==> src/rtl/irq_pkg.sv <==
// Shared types and defaults for the interrupt controller.
// FSM encoding and line-count constants.
package irq_pkg;
  localparam int IRQ_NUM_DEF  = 8;
  localparam int IRQ_ID_W_DEF = 3;

  typedef enum logic [1:0] {
    IDLE    = 2'd0,
    REQ     = 2'd1,
    SERVICE = 2'd2
  } irq_state_t;
endpackage

==> src/rtl/irq_prio_enc.sv <==
// Fixed-priority encoder for the candidate set.
// Lowest set index wins.
module irq_prio_enc
  import irq_pkg::*;
#(
  parameter int NUM_IRQ = IRQ_NUM_DEF,
  parameter int ID_W    = IRQ_ID_W_DEF
) (
  input  logic [NUM_IRQ-1:0] req_i,
  output logic               valid_o,
  output logic [ID_W-1:0]    id_o
);

  // Scan high to low so the lowest set index is the last written.
  always_comb begin
    valid_o = |req_i;
    id_o    = '0;
    for (int i = NUM_IRQ - 1; i >= 0; i--) begin
      if (req_i[i]) id_o = ID_W'(i);
    end
  end

endmodule

==> src/rtl/irq_controller.sv <==
// Interrupt request controller: edge capture, masking,
// priority, request/ack handshake and in-service tracking.
module irq_controller
  import irq_pkg::*;
#(
  parameter int NUM_IRQ = IRQ_NUM_DEF,
  parameter int ID_W    = IRQ_ID_W_DEF
) (
  input  logic               clk,
  input  logic               rst_n,
  input  logic [NUM_IRQ-1:0] irq_in,
  input  logic               nmi_in,
  input  logic               mask_we,
  input  logic [NUM_IRQ-1:0] mask_wdata,
  input  logic               int_ack,
  input  logic               eoi,
  output logic               interrupt_r,
  output logic               non_maskable_interrupt,
  output logic [ID_W-1:0]    irq_id,
  output logic               in_service,
  output logic [NUM_IRQ-1:0] pending
);

  irq_state_t state_q, state_d;
  logic [NUM_IRQ-1:0] irq_q, irq_d;
  logic [NUM_IRQ-1:0] pend_q, pend_d;
  logic [NUM_IRQ-1:0] mask_q, mask_d;
  logic [ID_W-1:0]    id_q, id_d;
  logic               nmi_q, nmi_d;
  logic               nmi_pend_q, nmi_pend_d;

  logic [NUM_IRQ-1:0] rise;
  logic [NUM_IRQ-1:0] cand;
  logic [NUM_IRQ-1:0] clr;
  logic               enc_valid;
  logic [ID_W-1:0]    enc_id;
  logic               nmi_ack;

  assign rise    = irq_in & ~irq_q;
  assign cand    = pend_q & mask_q;
  assign nmi_ack = int_ack & nmi_pend_q;

  irq_prio_enc #(
    .NUM_IRQ (NUM_IRQ),
    .ID_W    (ID_W)
  ) u_enc (
    .req_i   (cand),
    .valid_o (enc_valid),
    .id_o    (enc_id)
  );

  // Maskable request FSM; an NMI ack steals a shared int_ack.
  always_comb begin
    state_d = state_q;
    id_d    = id_q;
    clr     = '0;
    unique case (state_q)
      IDLE: begin
        if (enc_valid) begin
          id_d    = enc_id;
          state_d = REQ;
        end
      end
      REQ: begin
        if (int_ack && !nmi_ack) begin
          clr[id_q] = 1'b1;
          state_d   = SERVICE;
        end else if (!mask_q[id_q]) begin
          state_d = IDLE;
        end
      end
      SERVICE: begin
        if (eoi) state_d = IDLE;
      end
      default: state_d = IDLE;
    endcase
  end

  // Edge capture, pending/mask update; a new rise beats a clear.
  always_comb begin
    irq_d      = irq_in;
    nmi_d      = nmi_in;
    pend_d     = (pend_q & ~clr) | rise;
    mask_d     = mask_we ? mask_wdata : mask_q;
    nmi_pend_d = (nmi_in & ~nmi_q) | (nmi_pend_q & ~nmi_ack);
  end

  // State registers with synchronous active-low reset.
  always_ff @(posedge clk) begin
    if (!rst_n) begin
      state_q    <= IDLE;
      irq_q      <= '0;
      pend_q     <= '0;
      mask_q     <= '0;
      id_q       <= '0;
      nmi_q      <= 1'b0;
      nmi_pend_q <= 1'b0;
    end else begin
      state_q    <= state_d;
      irq_q      <= irq_d;
      pend_q     <= pend_d;
      mask_q     <= mask_d;
      id_q       <= id_d;
      nmi_q      <= nmi_d;
      nmi_pend_q <= nmi_pend_d;
    end
  end

  assign interrupt_r            = (state_q == REQ);
  assign in_service             = (state_q == SERVICE);
  assign non_maskable_interrupt = nmi_pend_q;
  assign irq_id                 = id_q;
  assign pending                = pend_q;

endmodule
==> config.mk <==
export PLATFORM = sky130hd
export DESIGN_NAME = irq_controller
export DESIGN_NICKNAME = d
export VERILOG_FILES = /design/src/rtl/irq_pkg.sv /design/src/rtl/irq_prio_enc.sv /design/src/rtl/irq_controller.sv
export SDC_FILE = /design/constraint.sdc
export NUM_CORES = 1
export LEC_CHECK = 0
export ABC_AREA = 1
export CAP_MARGIN = 20
export CELL_PAD_IN_SITES_DETAIL_PLACEMENT = 0
export CELL_PAD_IN_SITES_GLOBAL_PLACEMENT = 1
export CORE_UTILIZATION = 33
export DETAILED_ROUTE_END_ITERATION = 10
export PLACE_DENSITY_LB_ADDON = 0.1
export SLEW_MARGIN = 20
export SYNTH_ARGS = -nofsm -noshare
export SYNTH_HDL_FRONTEND = slang
export SYNTH_SLANG_ARGS = --single-unit
==> constraint.sdc <==
create_clock -name clk -period 1 [get_ports clk]
set_input_delay 0.25 -clock clk [delete_from_list [all_inputs] [get_ports clk]]
set_output_delay 0.25 -clock clk [all_outputs]
set_load 0.1 [all_outputs]
; ---- Word-level counts from Yosys, hierarchy flattened
; Index checks and enable logic that the tools add are counted.
[op_classes]
order_cmp = 2
eq_ne = 5
muxes = 19
bitwise_logic = 12
reduce_logical = 7
[op_table]
columns = cell, count
row1 = bitwise AND 8 bit, 3
row2 = 2-to-1 mux 3 bit, 8
row3 = 2-to-1 mux 8 bit, 2
row4 = NOT 8 bit, 2
row5 = 2-to-1 mux 2 bit, 4
row6 = OR 8 bit, 1
row7 = OR reduction 8 bit, 1
row8 = case mux 2 bit (3 select lines), 1
row9 = "< comparator 3 x 4 -> 1 bit, second input constant", 1
row10 = "inequality test 2 bit, second input constant", 2
row11 = bitwise AND 1 bit, 3
row12 = binary-select mux 1 bit (select 3 bit), 1
row13 = demux 1 bit (select 3 bit), 1
row14 = ">= comparator 3 x 1 -> 1 bit, second input constant", 1
row15 = "inequality test 3 bit, second input constant", 1
row16 = AND reduction 3 bit, 1
row17 = "== test 2 x 1 -> 1 bit, second input constant", 1
row18 = "== test 2 bit, second input constant", 1
row19 = logical AND 1 bit, 2
row20 = logical NOT 2 bit, 1
row21 = 2-to-1 mux 1 bit, 2
row22 = NOT 1 bit, 2
row23 = AND reduction 2 bit, 1
row24 = logical NOT 1 bit, 1
row25 = OR 1 bit, 1
[totals]
regBits = 31
in_bits = 22
elab_cells = 52

; ---- Depth between registers and ports, before layout
[depth]
depth_word = 9
ltp_mapped = 10

; ---- Cells and area by module
; Synthesis repeated with hierarchy kept, for this count alone.
[hier_totals]
hier_cells = 187
area_unflattened_um2 = 1316.3
[by_module_without_submodules]
columns = module, n_inst, cells_per_inst, area_each_um2, seq_area_each_um2
row1 = irq_controller, 1, 165, 1217.4, 620.6
row2 = irq_prio_enc, 1, 22, 98.8, 0.0

; ---- Worst setup path after synthesis
; OpenSTA, ideal clock, no wires.
[synth_timing]
path_type = reg2reg
startpoint = register state_q[1]
endpoint = register state_q[1]
setup_time_ns = 0.069
arrival_time_ns = 1.955
slack_ns = -1.024
stages_incl_launch_ff = 5
path_buffers = 0
synth_period_minus_slack_ns = 2.024
cell_sequence = dfxtp_1 -> inv_1 -> nor2_1 -> a21oi_1 -> nor2_1
[synth_between]
elab_chain_cells = 3
word_cells_on_any_way = 8
cone_classes = eq/ne: 5 / mux: 1 / reduce/logical: 2
[synth_lines]
columns = item, line
row1 = from (decl), irq_controller.sv:24  ; irq_state_t state_q, state_d;
row2 = from (signal assigned), irq_controller.sv:99  ; state_q <= state_d;
row3 = == test 2 bit (*), --
row4 = via in_service, irq_controller.sv:20  ; output logic in_service,
row5 = inequality test 2 bit (no source line), --
row6 = AND reduction 3 bit (no source line), --
; The timed path passes the listed nets; every way through them passes the cells marked *.
; A chain may end at the register's enable or synchronous reset.

; ---- Worst setup path in the final report
[layout_timing]
startpoint = register state_q[0]
endpoint = output port interrupt_r
[layout_between]
elab_chain_cells = 1
[layout_lines]
columns = item, line
row1 = == test 2 x 1 -> 1 bit, irq_controller.sv:109  ; assign interrupt_r = (state_q == REQ);
row2 = to (decl), irq_controller.sv:17  ; output logic interrupt_r,
; No other way between the ends.

==> flow_metrics.tcl <==
set metrics [dict create \
    seq_area_frac_synth_pct 48.9 \
    power_switching_mw 1.51 \
    die_y_um 64.0 \
    p_int_mw 2.73 \
    worstPathCellList "inv_2, nor2_4, buf_6, buf_12" \
    rows 22 \
    critPathArrivalTime_ps 1050 \
    fillers 325 \
    startpoint "state_q[0]$_SDFFE_PN0P_" \
    antenna_left 0 \
    drc 0 \
    setup_ws_ps -304 \
    track_usage_pct 19.6 \
    yosys.area.top_type "dfxtp_1" \
    slew_headroom_pct 79.6 \
    final_area_sq_um 2460 \
    drive_above_1_share_pct 43.8 \
    timing.final.hold_violations 0 \
    start_kind "flop" \
    hold_start "irq_q[1]$_SDFF_PN0_" \
    placed_cells 285 \
    placed_area_sq_um 2170 \
    cts_made_buffers 5 \
    ios 36 \
    power.share.sequential_pct 34.5 \
    synth_area_leaders "dfxtp_1, nand2_1, inv_1" \
    detailed_place_hpwl_mm 2.56 \
    period_minus_slack_ps 1300 \
    grt.overflow.total 0 \
    peakVddDrop_v 0.000871 \
    worst-path-max-fanout 3 \
    avgSynthCellArea_sq_um 7.38 \
    power_frac_comb_pct 40.3 \
    gp_congestion 0.871 \
    min_period_over_period_pct 130 \
    critPathSlowestCell "dfxtp_4" \
    drtIter0Drc 47 \
    synth_cell_types 19 \
    rsz0062_at_grt "yes" \
    die-area_sq_um 4100 \
    timing.rr.start "irq_id[1]$_SDFFE_PN0P_" \
    nets 272 \
    end_kind "primary output" \
    initial_utilization_pct 34.4 \
    wirelength_mm 3.64 \
    dr.pass1.iters 4 \
    finalNonFillerCells 299 \
    max_stage_delay_ps 370 \
    worstMarginPinSlew_ps 305 \
    maxCapViolCount 0 \
    htreeDepth 2 \
    hold_class "reg -> reg" \
    num_vias 1400 \
    grt_pass1_wl_mm 5.99 \
    fmax_mhz 767 \
    grt_pass1_vias 1350 \
    ys_ff_latch 31 \
    clk_path_buf_depth 2 \
    setup_violations 27 \
    die_w_um 64.0 \
    cts.root.buffer_cell "clkbuf_8" \
    cts_sinks 31 \
    vias_per_cell 4.68 \
    switching_share_pct 35.6 \
    p_leak_nw 1.14 \
    synthDominantCellAreaShare_pct 48.9 \
    core_sq_um 3690 \
    portBuffers 35 \
    syn_area_sq_um 1270 \
    hold_ws_ps 398 \
    clk_pin_slew_ps 60 \
    wl_per_cell_um 12.2 \
    status "complete, but fails checks" \
    final_max_slew_viol_count 0 \
    violations "setup timing" \
    clock_skew_ps 2.19 \
    antennaDiodeCount 0 \
    power_density_nw_per_um2 1730 \
    syn_inst 172 \
    r2r_slack_ps -160 \
    clock_power_share_pct 25.3 \
    cp.required_ps 750 \
    area_growth_pct 93.5 \
    grt_max_degree 23 \
    insertion_delay_ps 280 \
    crit_type "reg -> out" \
    yosysWarnings 0 \
    syn_nets 194 \
    grt_antenna_before_repair 0 \
    cts_tree "done" \
]
synthesized netlist by cell type, drive strengths merged:
cell type and instances:
a211oi 1, a21oi 9, buf 5, clkinv 1
dfxtp 31, inv 23, nand2 36, nand3 14
nand4 4, nor2 21, o211ai 2, o21ai 23
o21bai 1, o32ai 1
flip-flops by register name, indices dropped and copies added, names as in the netlist:
signal and cells:
irq_id 3, non_maskable_interrupt 1, nmi_q 1, irq_q 8
mask_q 8, pending 8, state_q 2
cells by family after synthesis:
| kind of cell | Yosys count | share of synthesized area, % |
|---|---|---|
| simple gates | 75 | 26.2 |
| compound gates | 37 | 15.7 |
| flops | 31 | 48.9 |
| buf+inv | 29 | 9.26 |
worst paths after layout:
| kind | endpoint | cells past startpoint |
|---|---|---|
| worst min-delay path | pending[1]$_SDFF_PN0_ | 1 |
| worst max register to register | state_q[0]$_SDFFE_PN0P_ | 6 |
| worst min register to register | pending[1]$_SDFF_PN0_ | 1 |
| worst max-delay path | interrupt_r | 4 |
final cells by class:
| cell class | count | area, sq um | area share, % |
|---|---|---|---|
| repair buffers | 75 | 858 | 34.9 |
| inverters | 24 | 95.1 | 3.87 |
| clock buffers | 8 | 100 | 4.07 |
| flip-flops and latches | 31 | 674 | 27.4 |
| well taps | 48 | 60.1 | 2.44 |
| multi-input cells | 113 | 669 | 27.2 |
cells in the final DEF (no fill, tap or decap):
cell type,netlist,final
a211oi_2,0,1
a21oi_1,9,8
a21oi_2,0,1
buf_12,0,15
buf_4,1,24
buf_6,0,15
clkbuf_1,0,1
clkbuf_8,0,7
clkdlybuf4s50_1,0,20
clkinv_1,1,1
dfxtp_1,31,16
dfxtp_2,0,1
dfxtp_4,0,14
dlygate4sd2_1,0,1
inv_1,21,19
inv_2,2,3
inv_6,0,1
nand2_1,36,27
nand2_2,0,5
nand2_4,0,4
nand3_1,14,3
nand3_2,0,11
nand4_1,4,4
nor2_1,17,16
nor2_2,3,2
nor2_4,0,3
nor2_8,1,1
o211ai_1,2,2
o21ai_0,9,8
o21ai_1,14,13
o21ai_2,0,2
o21bai_1,1,1
o32ai_1,1,1
metal layers:
metal | routed length, um | vias to the layer above | track usage, %
li1 | - | 715 | -
met5 | 0 | - | 0
met1 | 1620 | 648 | 22.1
met4 | 68 | 0 | 10.5
met2 | 1770 | 31 | 33.0
met3 | 176 | 6 | 5.71
critical path, delay by kind of cell (launching register included):
kind	cells	cell delay [ps]
flops	1	370
buf+inv	3	310
simple gates	1	90
metrics by stage:
| stage | setup slack [ps] | TNS [ps] | total power [mW] | utilization (%) |
|---|---|---|---|---|
| floorplan | -548 | -5850 | 2.31 | - |
| global placement | -441 | -9160 | 2.99 | 58.8 |
| detailed placement | -498 | -9530 | 3.01 | 58.8 |
| CTS | -309 | -4010 | 4.23 | 65.0 |
| global route | -336 | -5180 | 4.44 | 66.6 |
| finish | -304 | -3980 | 4.25 | 66.6 |
power groups by stage:
| stage | registers (mW) | clock network (mW) | logic, mW |
|---|---|---|---|
| 6_report | 1.46 | 1.07 | 1.71 |
| 3_5_place_dp | 1.49 | 0 | 1.52 |
| 5_1_grt | 1.47 | 1.16 | 1.81 |
| 2_1_floorplan | 1.88 | 0 | 0.426 |
| 4_1_cts | 1.46 | 1.09 | 1.68 |
| 3_3_place_gp | 1.49 | 0 | 1.50 |
what timing repair did:
item                       in CTS  in global routing
gates resized for setup        27                 14
cloned                          1                  0
buffers inserted                4                  1
hold buffers                    0                  0
pin swaps                       7                  7
setup endpoints to repair      32                 30
No activity file was read; power rests on OpenSTA's default activity.
